==> src/rtl/alu_issue_stage.sv <==
`default_nettype none
// ============================================================================
// Module   : alu_issue_stage
// Purpose  : Decode-to-execute slot for ALU_v1. It forwards EX/WB results,
//            selects the operands and maps RV32I fields to an ALU op_code.
// Revision : 1.0  initial release
// ============================================================================
module alu_issue_stage #(
  parameter int XLEN  = 32,
  parameter int CNT_W = 32
) (
  input  logic             clk,
  input  logic             rst_n,
  input  logic             flush,
  input  logic             in_valid,
  output logic             in_ready,
  input  logic [6:0]       in_opcode,
  input  logic [2:0]       in_funct3,
  input  logic             in_funct7_b5,
  input  logic [4:0]       in_rs1_addr,
  input  logic [4:0]       in_rs2_addr,
  input  logic [XLEN-1:0]  in_rs1_data,
  input  logic [XLEN-1:0]  in_rs2_data,
  input  logic [XLEN-1:0]  in_imm,
  input  logic [XLEN-1:0]  in_pc,
  input  logic [4:0]       in_rd_addr,
  input  logic             fwd_ex_we,
  input  logic [4:0]       fwd_ex_rd,
  input  logic [XLEN-1:0]  fwd_ex_data,
  input  logic             fwd_wb_we,
  input  logic [4:0]       fwd_wb_rd,
  input  logic [XLEN-1:0]  fwd_wb_data,
  output logic             out_valid,
  input  logic             out_ready,
  output logic [XLEN-1:0]  alu_a,
  output logic [XLEN-1:0]  alu_b,
  output logic [3:0]       alu_op_code,
  output logic [4:0]       out_rd_addr,
  output logic             out_illegal,
  output logic [CNT_W-1:0] issue_count
);

  localparam logic [3:0] c_OP_ADD  = 4'd0;
  localparam logic [3:0] c_OP_SUB  = 4'd1;
  localparam logic [3:0] c_OP_AND  = 4'd2;
  localparam logic [3:0] c_OP_OR   = 4'd3;
  localparam logic [3:0] c_OP_XOR  = 4'd4;
  localparam logic [3:0] c_OP_SLL  = 4'd5;
  localparam logic [3:0] c_OP_SRL  = 4'd6;
  localparam logic [3:0] c_OP_SRA  = 4'd7;
  localparam logic [3:0] c_OP_SLT  = 4'd8;
  localparam logic [3:0] c_OP_SLTU = 4'd9;
  localparam logic [3:0] c_OP_ILL  = 4'hF;

  localparam logic [6:0] c_OPC_R     = 7'b0110011;
  localparam logic [6:0] c_OPC_I     = 7'b0010011;
  localparam logic [6:0] c_OPC_LUI   = 7'b0110111;
  localparam logic [6:0] c_OPC_AUIPC = 7'b0010111;

  logic             r_valid;
  logic [XLEN-1:0]  r_a;
  logic [XLEN-1:0]  r_b;
  logic [3:0]       r_op;
  logic [4:0]       r_rd;
  logic             r_ill;
  logic [CNT_W-1:0] r_count;

  logic             w_capture;
  logic [XLEN-1:0]  w_rs1;
  logic [XLEN-1:0]  w_rs2;
  logic [XLEN-1:0]  w_a;
  logic [XLEN-1:0]  w_b;
  logic [3:0]       w_op;
  logic             w_ill;

  // EX beats WB; x0 is hardwired zero in the register file, so never forwarded.
  function automatic logic [XLEN-1:0] f_fwd(input logic [4:0] rs, input logic [XLEN-1:0] rf);
    if (fwd_ex_we && (fwd_ex_rd == rs) && (rs != 5'd0))
      return fwd_ex_data;
    else if (fwd_wb_we && (fwd_wb_rd == rs) && (rs != 5'd0))
      return fwd_wb_data;
    else
      return rf;
  endfunction

  function automatic logic [3:0] f_alu_op(input logic [2:0] f3, input logic alt);
    case (f3)
      3'b000:  return alt ? c_OP_SUB : c_OP_ADD;
      3'b001:  return c_OP_SLL;
      3'b010:  return c_OP_SLT;
      3'b011:  return c_OP_SLTU;
      3'b100:  return c_OP_XOR;
      3'b101:  return alt ? c_OP_SRA : c_OP_SRL;
      3'b110:  return c_OP_OR;
      default: return c_OP_AND;
    endcase
  endfunction

  assign in_ready  = !r_valid || out_ready;
  assign w_capture = in_valid && in_ready && !flush;
  assign w_rs1     = f_fwd(in_rs1_addr, in_rs1_data);
  assign w_rs2     = f_fwd(in_rs2_addr, in_rs2_data);

  always_comb begin
    w_a   = '0;
    w_b   = '0;
    w_op  = c_OP_ILL;
    w_ill = 1'b0;
    case (in_opcode)
      c_OPC_R: begin
        w_a  = w_rs1;
        w_b  = w_rs2;
        w_op = f_alu_op(in_funct3, in_funct7_b5);
        if (in_funct7_b5 && (in_funct3 != 3'b000) && (in_funct3 != 3'b101))
          w_ill = 1'b1;
      end
      c_OPC_I: begin
        w_a = w_rs1;
        // Only SRAI uses instr[30] as an op selector; elsewhere it is an immediate bit.
        w_op = f_alu_op(in_funct3, in_funct7_b5 && (in_funct3 == 3'b101));
        if ((in_funct3 == 3'b001) || (in_funct3 == 3'b101))
          w_b = {{(XLEN-5){1'b0}}, in_imm[4:0]};
        else
          w_b = in_imm;
        if ((in_funct3 == 3'b001) && in_funct7_b5)
          w_ill = 1'b1;
      end
      c_OPC_LUI: begin
        w_b  = in_imm;
        w_op = c_OP_ADD;
      end
      c_OPC_AUIPC: begin
        w_a  = in_pc;
        w_b  = in_imm;
        w_op = c_OP_ADD;
      end
      default: w_ill = 1'b1;
    endcase
    if (w_ill) begin
      w_a  = '0;
      w_b  = '0;
      w_op = c_OP_ILL;
    end
  end

  always_ff @(posedge clk or negedge rst_n) begin
    if (!rst_n) begin
      r_valid <= 1'b0;
      r_a     <= '0;
      r_b     <= '0;
      r_op    <= c_OP_ILL;
      r_rd    <= '0;
      r_ill   <= 1'b0;
      r_count <= '0;
    end else if (flush) begin
      r_valid <= 1'b0;
    end else if (w_capture) begin
      r_valid <= 1'b1;
      r_a     <= w_a;
      r_b     <= w_b;
      r_op    <= w_op;
      r_rd    <= in_rd_addr;
      r_ill   <= w_ill;
      r_count <= r_count + 1'b1;
    end else if (out_ready) begin
      r_valid <= 1'b0;
    end
  end

  assign out_valid   = r_valid;
  assign alu_a       = r_a;
  assign alu_b       = r_b;
  assign alu_op_code = r_op;
  assign out_rd_addr = r_rd;
  assign out_illegal = r_ill;
  assign issue_count = r_count;

endmodule
`default_nettype wire

==> config.mk <==
export PLATFORM = sky130hd
export DESIGN_NAME = alu_issue_stage
export DESIGN_NICKNAME = d
export VERILOG_FILES = /design/src/rtl/alu_issue_stage.sv
export SDC_FILE = /design/constraint.sdc
export NUM_CORES = 1
export LEC_CHECK = 0
export ABC_CLOCK_PERIOD_IN_PS = 3570
export BUFFER_PORTS_ARGS = -buffer_cell sky130_fd_sc_hd__buf_2
export CAP_MARGIN = 0
export CORE_UTILIZATION = 30
export CTS_BUF_LIST = sky130_fd_sc_hd__clkbuf_8 sky130_fd_sc_hd__clkbuf_16
export CTS_CLUSTER_DIAMETER = 60
export DETAILED_ROUTE_END_ITERATION = 10
export PLACE_DENSITY = 0.56
export SLEW_MARGIN = 30
export SYNTH_ARGS = -nofsm -noshare
export SYNTH_HDL_FRONTEND = slang
export SYNTH_SLANG_ARGS = --single-unit
==> constraint.sdc <==
create_clock -name clk -period 3.57 [get_ports clk]
set_clock_uncertainty 0.05 [all_clocks]
set_input_delay 0.714 -clock clk [delete_from_list [all_inputs] [get_ports clk]]
set_output_delay 0.714 -clock clk [all_outputs]
set_load 0.1 [all_outputs]
==> results of run 1 <==
layout make-up:
| cell class | instances | area (um^2) |
|---|---|---|
| multi-input combinational | 510 | 3500 |
| tap | 275 | 344 |
| fill | 2143 | 12200 |
| clock inverter | 7 | 60.1 |
| timing repair buffer | 360 | 1900 |
| sequential | 107 | 2680 |
| inverter | 7 | 26.3 |
| clock buffer | 9 | 225 |
path summary, 6_finish.rpt:
kind | start | to | slack [ns]
setup reg to reg | out_valid$_DFFE_PN0P_ | alu_b[24]$_DFFE_PN0P_ | 1.32
hold reg to reg | issue_count[31]$_DFFE_PN0P_ | issue_count[31]$_DFFE_PN0P_ | 0.42
min in group clk | issue_count[31]$_DFFE_PN0P_ | issue_count[31]$_DFFE_PN0P_ | 0.42
setup / recovery | in_opcode[3] | alu_a[15]$_DFFE_PN0P_ | 1.12
max in group asynchronous | rst_n | alu_op_code[2]$_DFFE_PN1P_ | 2.32
hold / removal | rst_n | alu_a[16]$_DFFE_PN0P_ | 0.34
cell usage after synthesis, types with 2 or more instances:
| master | instances |
|---|---|
| nand2_1 | 112 |
| dfrtp_1 | 103 |
| nand3_1 | 42 |
| a221o_1 | 32 |
| mux2_1 | 32 |
| mux2i_1 | 32 |
| xnor2_1 | 32 |
| and2_1 | 31 |
| a31oi_1 | 30 |
| o211ai_1 | 30 |
| o21ai_0 | 29 |
| clkbuf_1 | 25 |
| nor2_1 | 17 |
| xor2_1 | 15 |
| buf_2 | 11 |
| o21ai_1 | 10 |
| and4_1 | 8 |
| nor3_1 | 8 |
| buf_6 | 7 |
| a21oi_1 | 6 |
| inv_1 | 5 |
| nand4_1 | 5 |
| nor4_2 | 5 |
| a311oi_1 | 4 |
| and3_1 | 4 |
| dfstp_2 | 4 |
| nand2b_1 | 3 |
| buf_1 | 2 |
| inv_2 | 2 |
| o21a_1 | 2 |
| or3_1 | 2 |
| or4_1 | 2 |
per-stage QoR:
step	instance area (um^2)	std cells	util [%]	hold slack [ns]	setup slack, ns
finish	8730	1275	41.7	0.340	1.12
detailed placement	8450	1259	40.3	0.411	0.768
floorplan	6400	669	-	0.368	0.883
global placement	8450	1259	40.3	0.405	0.855
global route	8730	1275	41.7	0.382	1.04
CTS	8730	1275	41.7	0.370	1.15
where the power goes:
group / internal, mW / switching [mW] / leakage [nW]
Clock: 0.488 / 0.523 / 0.136
Combinational: 0.224 / 0.637 / 2.67
Sequential: 1.26 / 0.0504 / 1.44
logic make-up (layout without fill, tap and decap cells):
kind of cell | Yosys count | count (layout) | synth area share (%)
xor+xnor | 47 | 47 | 6.43
simple gates | 251 | 251 | 20.2
compound gates | 147 | 147 | 16.5
fa+ha+maj | 1 | 1 | 0.195
flops | 107 | 107 | 41.9
buf+inv | 52 | 383 | 4.08
mux | 64 | 64 | 10.6
critical path: cells and delay by family:
family | cells | cell delay, ns
AO/OA/AOI/OAI | 1 | 0.29
buffers and inverters | 1 | 0.09
AND/OR/NAND/NOR | 4 | 1.58
registers in the layout, indices dropped and copies added, names as in the netlist:
signal and count:
alu_a 32, alu_b 32, out_rd_addr 5, out_illegal 1
alu_op_code 4, issue_count 32, out_valid 1
layer usage:
| metal | wire length [um] | track usage [%] | up-vias |
|---|---|---|---|
| li1 | - | - | 3096 |
| met1 | 10700 | 29.1 | 3126 |
| met2 | 11900 | 36.7 | 268 |
| met3 | 1510 | 4.29 | 17 |
| met4 | 269 | 5.21 | 0 |
| met5 | 0 | 0 | - |
==> results.py, run 1 <==
metrics = {
    "drt": {
        "viasPerCell": 5.10,
        "dr.pass1.iters": 8,
        "vias": 6507,
        "wl_per_cell_um": 19.1,
        "drt_wl_total_mm": 24.4,
        "drc": 1,
        "drt.antenna.violating_nets": 0,
        "drtIter0Drc": 420,
    },
    "clocking": {
        "clkLatencyLatePin_ns": 0.36,
        "cts_root_buf": "clkbuf_16",
        "cts_setup_buffers": 0,
        "cts_tree": "built",
        "cts_max_level": 3,
        "cts_resized": 0,
        "path_clk_slew_ns": 0.09,
        "cts_buffer_depth": 2,
        "cts.sinks": 107,
        "hold_buffers": 0,
        "cts_buffers": 9,
    },
    "sta": {
        "fin_crit_ns": 2.45,
        "finalSetupTns_ns": 0,
        "setup_viol": 0,
        "finalHoldViolations": 0,
        "finalCritPeriodShare_pct": 68.6,
        "rsz0062_at_grt": "false",
        "worstMarginPinSlew_ns": 0.911,
        "slew_viol_final": 0,
        "fmax_mhz": 409,
        "slew-limit-headroom_pct": 39.3,
    },
    "setup_path": {
        "worstPathMaxFanout": 32,
        "arrival_ns": 2.69,
        "r2r_cells": 7,
        "end_kind": "flip-flop",
        "worstPathRequired_ns": 3.81,
        "crit_chain": "buf_2 > nand4b_1 > nor2_2 > nand2_1 > and4b_2 > a221o_1",
        "start_kind": "input port",
        "crit_type": "input port to flip-flop",
        "slowest_stage": "and4b_2",
        "crit_path_max_incr_delay_ns": 0.92,
    },
    "global_route": {
        "overflow": 0,
        "grt_pass1_wl_mm": 36.7,
        "track_usage_pct": 22.0,
        "antenna_found_initial": 0,
        "grt_pass1_vias": 6425,
        "grt_max_degree": 60,
    },
    "finish": {
        "final_common_cell": "buf_2",
        "most-common-layout-cells": "341 x buf_2, 111 x nand2_1, 103 x dfrtp_1, 42 x nand3_1",
        "drive_above_1_share_pct": 40.0,
        "diodes": 0,
        "nets": 1231,
        "syn_to_final_growth_pct": 36.4,
    },
    "logic_synthesis": {
        "synth_edf_count": 0,
        "syn_inst": 669,
        "synth_area_leaders": "dfrtp_1 40%, nand2_1 6.6%, mux2_1 5.6%, a221o_1 5.0%, mux2i_1 5.0%",
        "async_reset_ff_share_pct": 100,
        "ys_seq_area_share_pct": 41.9,
        "syn-cell-area_um2": 6400,
        "synthFlopType": "dfrtp_1",
        "post-synth-top-area-cell": "dfrtp_1",
        "synth_seq_cells": 107,
        "syn-num-nets": 905,
        "ys_types": 49,
        "synth_area_per_cell_um2": 9.57,
        "ys_warn_count": 0,
        "synth_top_area_share_pct": 40.3,
    },
    "placed_design": {
        "gp_congestion": 0.843,
        "dp.final_hpwl_mm": 17.5,
        "io_buffers": 342,
    },
    "flow_run": {
        "drv_cap": 0,
    },
    "run_status": {
        "status": "finished with violations",
        "violations": "DRC",
    },
    "die": {
        "design.core.area_um2": 21000,
        "fp.dieW_um": 148,
        "dieArea_um2": 21900,
        "die_y_um": 148,
        "std_cell_rows": 53,
        "initial_core_util_pct": 30.6,
        "pin_count": 343,
    },
    "pwr": {
        "p_total_mw": 3.19,
        "power.density_nw_per_um2": 365,
        "leakage_nw": 4.25,
        "ir_drop_mv": 0.247,
    },
    "worst_hold_path": {
        "holdCritPathClass": "input port to async pin",
    },
}
Power figures use the tool's default switching activity.
==> run 2, diff against run 1 <==
--- a/config.mk
+++ b/config.mk
@@ -5,14 +5,14 @@
 export SDC_FILE = /design/constraint.sdc
 export NUM_CORES = 1
 export LEC_CHECK = 0
-export ABC_CLOCK_PERIOD_IN_PS = 3570
+export ABC_CLOCK_PERIOD_IN_PS = 2100
 export BUFFER_PORTS_ARGS = -buffer_cell sky130_fd_sc_hd__buf_2
 export CAP_MARGIN = 0
 export CORE_UTILIZATION = 30
 export CTS_BUF_LIST = sky130_fd_sc_hd__clkbuf_8 sky130_fd_sc_hd__clkbuf_16
 export CTS_CLUSTER_DIAMETER = 60
 export DETAILED_ROUTE_END_ITERATION = 10
-export PLACE_DENSITY = 0.56
+export PLACE_DENSITY = 0.59
 export SLEW_MARGIN = 30
 export SYNTH_ARGS = -nofsm -noshare
 export SYNTH_HDL_FRONTEND = slang
==> constraint.sdc (replaced) <==
create_clock -name clk -period 2.1 [get_ports clk]
set_clock_uncertainty 0.05 [all_clocks]
set_input_delay 0.42 -clock clk [delete_from_list [all_inputs] [get_ports clk]]
set_output_delay 0.42 -clock clk [all_outputs]
set_load 0.1 [all_outputs]
==> run 2 against run 1 <==
Effect of this change:
- the run now ends clean
- critical path type unchanged
- setup slack got worse by 1.0 ns
- global-route usage is 0.96 points higher
- critical endpoint is now alu_a[22]$_DFFE_PN0P_
- sequential cell count is the same
- critical path depth is 2 higher
- core utilization grew 3.2 points
==> results.py, run 2 (synthesized netlist as in run 1, its figures left out) <==
metrics = {
    "pwr": {
        "pwr-share-seq_pct": 41.0,
        "power_frac_comb_pct": 27.9,
        "power_frac_clock_pct": 31.1,
        "p_int_mw": 3.45,
        "p_sw_mw": 2.07,
        "ir_drop_mv": 0.418,
        "leakage_nw": 4.54,
        "swShare_pct": 37.5,
        "p_total_mw": 5.51,
        "power.density_nw_per_um2": 586,
    },
    "sta": {
        "whs_ns": 0.173,
        "fin_crit_ns": 1.99,
        "setup_viol": 0,
        "fin_ws_ns": 0.106,
        "finalCritPeriodShare_pct": 95.0,
        "fmax_mhz": 501,
        "worstMarginPinSlew_ns": 0.817,
        "finalSetupTns_ns": 0,
        "rsz0062_at_grt": "false",
        "slew-limit-headroom_pct": 45.0,
        "finalHoldViolations": 0,
        "slew_viol_final": 0,
    },
    "die": {
        "initial_core_util_pct": 30.6,
        "design.core.area_um2": 21000,
        "fp.dieW_um": 148,
        "dieArea_um2": 21900,
        "die_y_um": 148,
        "pin_count": 343,
        "std_cell_rows": 53,
    },
    "finish": {
        "fillers": 2098,
        "nets": 1266,
        "final_area_um2": 9410,
        "final_core_util_pct": 44.9,
        "layout.cells.non_filler": 1318,
        "syn_to_final_growth_pct": 46.9,
        "final_common_cell": "buf_2",
        "drive_above_1_share_pct": 47.2,
        "most-common-layout-cells": "341 x buf_2, 111 x nand2_1, 79 x dfrtp_1, 42 x nand3_1",
    },
    "setup_path": {
        "crit_type": "input port to flip-flop",
        "worstPathRequired_ns": 2.28,
        "end_kind": "flip-flop",
        "arrival_ns": 2.17,
        "start_kind": "input port",
        "r2r_setup_slack_ns": 0.12,
        "worstPathMaxFanout": 9,
        "r2r_cells": 8,
    },
    "global_route": {
        "overflow": 0,
        "grt_pass1_wl_mm": 38.4,
        "grt_pass1_vias": 6822,
        "antenna_found_initial": 8,
        "track_usage_pct": 22.9,
        "grt_max_degree": 55,
    },
    "placed_design": {
        "placed_cells": 1293,
        "placed_area_um2": 9090,
        "dp.final_hpwl_mm": 19.3,
        "gp_congestion": 0.902,
        "post-place-ws_ns": -0.270,
        "io_buffers": 342,
    },
    "drt": {
        "drc": 0,
        "viasPerCell": 5.05,
        "dr.pass1.iters": 4,
        "wl_per_cell_um": 19.2,
        "vias": 6652,
        "drtIter0Drc": 289,
        "drt_wl_total_mm": 25.3,
        "drt.antenna.violating_nets": 0,
    },
    "clocking": {
        "cts_root_buf": "clkbuf_16",
        "cts_buffers": 9,
        "cts_resized": 0,
        "cts_buffer_depth": 2,
        "cts_max_level": 3,
        "cts_setup_buffers": 0,
        "path_clk_slew_ns": 0.09,
        "clkLatencyLatePin_ns": 0.36,
        "cts_tree": "built",
        "cts.sinks": 107,
    },
    "worst_hold_path": {
        "holdCritPathClass": "input port to flip-flop",
        "hold_depth": 2,
    },
    "run_status": {
        "status": "complete, no violations",
    },
    "flow_run": {
        "drv_cap": 0,
    },
}
run 2: final timing paths:
check | to | startpoint
setup / recovery | alu_a[22]$_DFFE_PN0P_ | in_rs1_addr[0]
hold / removal | out_valid$_DFFE_PN0P_ | flush
setup reg to reg | alu_b[21]$_DFFE_PN0P_ | out_valid$_DFFE_PN0P_
hold reg to reg | issue_count[31]$_DFFE_PN0P_ | issue_count[31]$_DFFE_PN0P_
max in group asynchronous | issue_count[5]$_DFFE_PN0P_ | rst_n
min in group asynchronous | out_valid$_DFFE_PN0P_ | rst_n
run 2: per-layer routing:
layer	share of wire [%]	track usage, %	vias up
met2	48	38.2	286
met3	7.6	5.80	32
li1	-	-	3177
met4	2.0	8.14	2
met5	0.044	0	-
met1	43	28.6	3155
run 2: cell type report:
type,count,area (um^2),share of cell area [%]
Timing Repair Buffer,395,2380,25.3
Inverter,7,33.8,0.359
Clock inverter,7,60.1,0.639
Clock buffer,9,225,2.39
Sequential cell,107,2730,29.0
Tap cell,275,344,3.66
Antenna cell,8,20.0,0.213
Multi-Input combinational cell,510,3620,38.5
run 2: power by group through the flow:
stage                     combinational, mW  clock (mW)  sequential, mW
after floorplan                       0.344           0            2.92
after CTS                              1.55        1.77            2.26
final                                  1.54        1.71            2.26
after global routing                   1.62        1.83            2.27
after detailed placement               1.55           0            2.30
after global placement                 1.54           0            2.30
run 2: what timing repair did:
item,in CTS,in global routing
endpoints found under the hold margin,20,0
hold buffers,1,0
endpoints found under the setup margin,0,1
run 2: critical path: stages:
cell	delay [ns]
buf_2	0.12
nor4_2	0.06
or3_4	0.34
a211oi_4	0.29
buf_12	0.20
buf_12	0.14
mux2_4	0.29
a221o_1	0.30
